==> src/rtl/mux_seq_pkg.sv <==
// Shared definitions for the mux select sequencer: state encoding, select codes
// and the settle counter width.
package mux_seq_pkg;

    localparam int SETTLE_W = 4;

    typedef enum logic [1:0] {
        IDLE   = 2'd0,
        SETTLE = 2'd1,
        SAMPLE = 2'd2,
        DONE   = 2'd3
    } state_e;

    localparam logic [1:0] SEL_A = 2'd0;
    localparam logic [1:0] SEL_B = 2'd1;
    localparam logic [1:0] SEL_C = 2'd2;
    localparam logic [1:0] SEL_D = 2'd3;

    function automatic logic is_busy(input state_e st);
        return (st == SETTLE) || (st == SAMPLE);
    endfunction

endpackage

==> src/rtl/mux_sel_sequencer_settle_timer.sv <==
// Down-counter for the settle interval: loadable, decrements on request, and
// flags the last settle cycle (count == 1) so the FSM can move to SAMPLE.
module settle_timer
    import mux_seq_pkg::*;
(
    input  logic                clk,
    input  logic                rst_n,
    input  logic                load_i,
    input  logic [SETTLE_W-1:0] load_val_i,
    input  logic                dec_i,
    output logic                expired_o
);

    logic [SETTLE_W-1:0] cnt_q;
    logic [SETTLE_W-1:0] cnt_d;

    // Next count: load wins over decrement; never underflows below zero.
    always_comb begin
        cnt_d = cnt_q;
        if (load_i) begin
            cnt_d = load_val_i;
        end else if (dec_i && (cnt_q != {SETTLE_W{1'b0}})) begin
            cnt_d = cnt_q - {{(SETTLE_W-1){1'b0}}, 1'b1};
        end else begin
            cnt_d = cnt_q;
        end
    end

    // Count register.
    always_ff @(posedge clk or negedge rst_n) begin
        if (!rst_n) begin
            cnt_q <= {SETTLE_W{1'b0}};
        end else begin
            cnt_q <= cnt_d;
        end
    end

    assign expired_o = (cnt_q == {{(SETTLE_W-1){1'b0}}, 1'b1});

endmodule

==> src/rtl/mux_sel_sequencer.sv <==
// Scans a 4:1 mux: steps {s2,s1} through 00..11, waits SETTLE_CYCLES per select,
// samples f_i into result_o[select], and pulses done_o when all four are captured.
module mux_sel_sequencer
    import mux_seq_pkg::*;
#(
    parameter int SETTLE_CYCLES = 1
) (
    input  logic       clk,
    input  logic       rst_n,
    input  logic       start_i,
    input  logic       abort_i,
    input  logic       f_i,
    output logic       s1_o,
    output logic       s2_o,
    output logic       busy_o,
    output logic       done_o,
    output logic [3:0] result_o
);

    localparam logic [SETTLE_W-1:0] SETTLE_LD = SETTLE_W'(SETTLE_CYCLES);
    // With no settle time each select goes straight to its sampling cycle.
    localparam state_e FIRST_ST = (SETTLE_LD != 4'd0) ? SETTLE : SAMPLE;

    state_e              state_q, state_d;
    logic [1:0]          idx_q, idx_d;
    logic [1:0]          sel_q, sel_d;
    logic [3:0]          result_q, result_d;
    logic                busy_q, busy_d;
    logic                done_q, done_d;
    logic                tmr_load_s;
    logic [SETTLE_W-1:0] tmr_val_s;
    logic                tmr_dec_s;
    logic                tmr_exp_s;

    settle_timer u_timer (
        .clk        (clk),
        .rst_n      (rst_n),
        .load_i     (tmr_load_s),
        .load_val_i (tmr_val_s),
        .dec_i      (tmr_dec_s),
        .expired_o  (tmr_exp_s)
    );

    // Next-state, select, index and capture logic.
    always_comb begin
        state_d    = state_q;
        idx_d      = idx_q;
        sel_d      = sel_q;
        result_d   = result_q;
        tmr_load_s = 1'b0;
        tmr_val_s  = SETTLE_LD;
        tmr_dec_s  = 1'b0;
        case (state_q)
            IDLE: begin
                if (start_i) begin
                    idx_d      = SEL_A;
                    sel_d      = SEL_A;
                    tmr_load_s = 1'b1;
                    state_d    = FIRST_ST;
                end else begin
                    state_d = IDLE;
                end
            end
            SETTLE: begin
                if (abort_i) begin
                    state_d    = IDLE;
                    idx_d      = SEL_A;
                    sel_d      = SEL_A;
                    tmr_load_s = 1'b1;
                    tmr_val_s  = {SETTLE_W{1'b0}};
                end else if (tmr_exp_s) begin
                    tmr_dec_s = 1'b1;
                    state_d   = SAMPLE;
                end else begin
                    tmr_dec_s = 1'b1;
                end
            end
            SAMPLE: begin
                // Abort beats capture: the bit for the current select is left untouched.
                if (abort_i) begin
                    state_d    = IDLE;
                    idx_d      = SEL_A;
                    sel_d      = SEL_A;
                    tmr_load_s = 1'b1;
                    tmr_val_s  = {SETTLE_W{1'b0}};
                end else begin
                    result_d[idx_q] = f_i;
                    if (idx_q == SEL_D) begin
                        sel_d   = SEL_A;
                        state_d = DONE;
                    end else begin
                        idx_d      = idx_q + 2'd1;
                        sel_d      = idx_q + 2'd1;
                        tmr_load_s = 1'b1;
                        state_d    = FIRST_ST;
                    end
                end
            end
            DONE: begin
                state_d = IDLE;
            end
            default: begin
                state_d = IDLE;
            end
        endcase
        busy_d = is_busy(state_d);
        done_d = (state_d == DONE);
    end

    // State and output registers.
    always_ff @(posedge clk or negedge rst_n) begin
        if (!rst_n) begin
            state_q  <= IDLE;
            idx_q    <= SEL_A;
            sel_q    <= SEL_A;
            result_q <= 4'b0000;
            busy_q   <= 1'b0;
            done_q   <= 1'b0;
        end else begin
            state_q  <= state_d;
            idx_q    <= idx_d;
            sel_q    <= sel_d;
            result_q <= result_d;
            busy_q   <= busy_d;
            done_q   <= done_d;
        end
    end

    assign s1_o     = sel_q[0];
    assign s2_o     = sel_q[1];
    assign busy_o   = busy_q;
    assign done_o   = done_q;
    assign result_o = result_q;

endmodule
==> config.mk <==
export PLATFORM = sky130hd
export DESIGN_NAME = mux_sel_sequencer
export DESIGN_NICKNAME = d
export VERILOG_FILES = /design/src/rtl/mux_seq_pkg.sv /design/src/rtl/mux_sel_sequencer_settle_timer.sv /design/src/rtl/mux_sel_sequencer.sv
export SDC_FILE = /design/constraint.sdc
export NUM_CORES = 1
export LEC_CHECK = 0
export CAP_MARGIN = 20
export CORE_MARGIN = 1
export CORE_UTILIZATION = 50
export DETAILED_ROUTE_END_ITERATION = 6
export GPL_TIMING_DRIVEN = 0
export PLACE_DENSITY = 0.75
export SLEW_MARGIN = 20
export SYNTH_ARGS = -nofsm -noshare
export SYNTH_HDL_FRONTEND = slang
export SYNTH_SLANG_ARGS = --single-unit
==> constraint.sdc <==
create_clock -name clk -period 2.9 [get_ports clk]
set_clock_uncertainty 0.1 [all_clocks]
set_input_delay 0.29 -clock clk [delete_from_list [all_inputs] [get_ports clk]]
set_output_delay 0.29 -clock clk [all_outputs]
set_load 0.02 [all_outputs]
==> key figures <==
Drt
  – Final antenna-violating net count: 0
  – Vias: ~690
  – Aggregate routed wire length: 1620 um
  – Drt pass-1 iters: 4
  – WL/cell: 12.8 um
  – Residual DRC: 0
  – Starting DRT DRC Count: 13
  – Average vias per placed instance: about 5.5

STA
  – Fmax: 0.522 GHz
  – # setup viols final: 0
  – Fin Hold WS: 330 ps
  – Crit share post-route: 66.0%
  – Pins over their slew limit: 0
  – Final Hold Vio Count: 0
  – Worst setup margin: 986 ps
  – Tmin final: approximately 1900 ps
  – Unrepaired setup endpoints after global routing: no
  – Slew Limit Headroom: between 50% and 60%
  – Slew of the pin with the lowest slew margin: between 700 and 800 ps
  – Setup_tns: 0 ps

Place
  – Placed cells: 122
  – DP Area: ~1100 um^2
  – Dpl ws: 923 ps
  – I/O Buffers: 12
  – GP Congestion: 0.770
  – Hpwl dp: 1200 um

Cells and area
  – Commonest non-fill, non-tap cell in the layout: dfrtp_1
  – Layout net count: between 100 and 150
  – Area Growth Syn to Fin: 20.5%
  – Finished Layout Cells: 126
  – Layout cells sized above 1: 12.9%
  – Most frequent cells in the layout: 16 x dfrtp_1, 12 x ha_1, 12 x clkdlybuf4s50_1
  – Antenna Cells: 0
  – Design Area, Final: 1100 um^2

Clocking
  – CTS tree: built
  – Worst-path clk slew: 90 ps
  – Clock latency on the worst-skew pair: 290 ps
  – Post-CTS Hold Buffers: 0
  – Total clock sinks: 16
  – Post-CTS sizing: 0
  – Clock buffer depth: 2
  – Setup Fix Bufs, Post-CTS: 0
  – Inserted Clock Buffers: 3
  – H-tree depth: 1
  – Root Buffer: clkbuf_4

Global route
  – First-pass GRT wire length: 2680 um
  – Largest net degree at the start of global routing: 17
  – Vias in the first global route: 627
  – GR Util All Layers: 19.6%
  – Gr ovfl total: 0
  – Initial antenna violation count: 0

Floorplan
  – Die area: around 2000 um^2
  – Core area: around 1700 um^2
  – Row count: 15
  – Starting Density: 53.0%
  – Num ports: 13
  – Horiz. Die Dim: 44.8 um
  – Die Y: ~45 um

Synthesis
  – Syn_nets: around 100
  – Compound-cell area share of the yosys netlist: approximately 14%
  – Simple-Gate Fraction of Synth Area: 14.9%
  – Post-synthesis register bit count: 16
  – Unique masters post-synth: 25
  – Instance count of the mapped netlist: 85
  – Multiplexer share of the synthesized area: 7.25%
  – Register area share after synthesis: 43.8%
  – Mapped Avg Cell Area: 10.8 um^2
  – Largest family of logic cells by synthesized area: adder cells
  – Fraction of the mapped netlist area in adder cells: 16.4%
  – Xor/xnor cell area share of the yosys netlist: 0%
  – Cell area after synthesis: 915 um^2
  – Yosys warning count: 0

Outcome
  – Status: completed

Worst hold path
  – HP Class: in2async

Run
  – Max_cap viols: 0

Setup path
  – Most frequent CP cell: ha_1
  – Slowest CP cell: dfrtp_1
  – Endpoint class of the critical path: register
  – CP max stage delay: just over 400 ps
  – Critical path peak fanout: 4
  – Worst Path Required: 2980 ps
  – Critical-path cell list: inv_1 -> ha_1 -> nor2b_1 -> a31oi_1 -> o21ai_0 -> ha_1
  – CP arrival: 2000 ps
  – Worst setup SP type: register
  – CP Class: reg2reg

Power
  – VDD IR max: 0.415 mV
  – Leak: 0.500 nW
  – Pwr Density: 522 nW/um^2
-- final cells by class --
type,count,area [um^2]
clock buffer,4,36.3
tap,25,31.3
inverter,8,30.0
multi-input combinational,60,479
buffer,1,5.00
timing repair buffer,12,120
sequential,16,400
fill,158,624
-- registers in the layout, indices dropped and copies added, names as in the netlist --
register       flops
idx_q              2
sel_q              2
result_o           4
done_o             1
state_q            2
u_timer.cnt_q      4
busy_o             1
-- through the flow --
stage / total power (W) / util [%]
4_1_cts: 0.000583 / 63.8
3_5_place_dp: 0.000430 / 61.7
2_1_floorplan: 0.000375 / -
3_3_place_gp: 0.000425 / 61.7
5_1_grt: 0.000618 / 63.8
6_report: 0.000576 / 63.8
-- kinds of logic (layout without fill, tap and decap cells) --
group / Yosys count / after routing
mux: 6 / 6
fa+ha+maj: 12 / 12
compound gates: 19 / 19
flops: 16 / 16
simple gates: 23 / 23
buf+inv: 9 / 25
-- layer usage --
metal / global-route usage, % / vias to the layer above / routed length (um)
li1: - / 335 / -
met2: 30.0 / 14 / 749
met4: 12.7 / 0 / 42
met3: 4.80 / 4 / 49
met1: 24.8 / 338 / 777
met5: 0 / - / 0
-- power breakdown --
part / internal (W) / total (W) / switching, W
registers: 0.000245 / 0.000262 / 0.0000170
logic: 0.0000775 / 0.000164 / 0.0000869
clock network: 0.0000765 / 0.000149 / 0.0000727
-- worst paths after layout --
path	to	startpoint	cells past startpoint	slack, ps
min in group clk	sel_q[0]$_DFFE_PN0P_	sel_q[0]$_DFFE_PN0P_	1	410
max in group asynchronous	u_timer.cnt_q[3]$_DFFE_PN0P_	rst_n	1	1900
worst max register to register	busy_o$_DFF_PN0_	state_q[1]$_DFF_PN0_	6	990
worst min-delay path	result_o[1]$_DFFE_PN0P_	rst_n	1	330
worst max-delay path	busy_o$_DFF_PN0_	state_q[1]$_DFF_PN0_	6	990
worst min register to register	sel_q[0]$_DFFE_PN0P_	sel_q[0]$_DFFE_PN0P_	1	410
-- synthesized netlist by cell type --
library cell / number / area [um^2]
or3b_2: 1 / 8.76
nand2_1: 8 / 30.0
nor3_2: 1 / 10.0
mux2i_1: 1 / 10.0
nand2b_1: 2 / 12.5
mux2_2: 5 / 56.3
ha_1: 12 / 150
or4_1: 1 / 7.51
buf_2: 1 / 5.00
dfrtp_1: 16 / 400
a21o_1: 1 / 7.51
a22o_1: 1 / 8.76
a311oi_1: 1 / 8.76
nand4b_1: 1 / 8.76
nor2b_1: 4 / 25.0
nor3b_1: 2 / 15.0
inv_1: 8 / 30.0
a32o_1: 1 / 10.0
a22oi_1: 1 / 7.51
a31oi_1: 3 / 18.8
a31o_2: 1 / 8.76
a21oi_1: 4 / 20.0
o21ai_0: 5 / 25.0
or3_1: 3 / 18.8
a2111o_1: 1 / 11.3
-- worst max-delay path, delay by kind of cell (launching register included) --
kind,cells,cell delay [ps]
adders and majority gates,2,470
AOI/OAI and AO/OA,2,410
DFF,1,410
and+or+nand+nor,1,300
buffers and inverters,1,120
(Power assumes the default switching activity.)
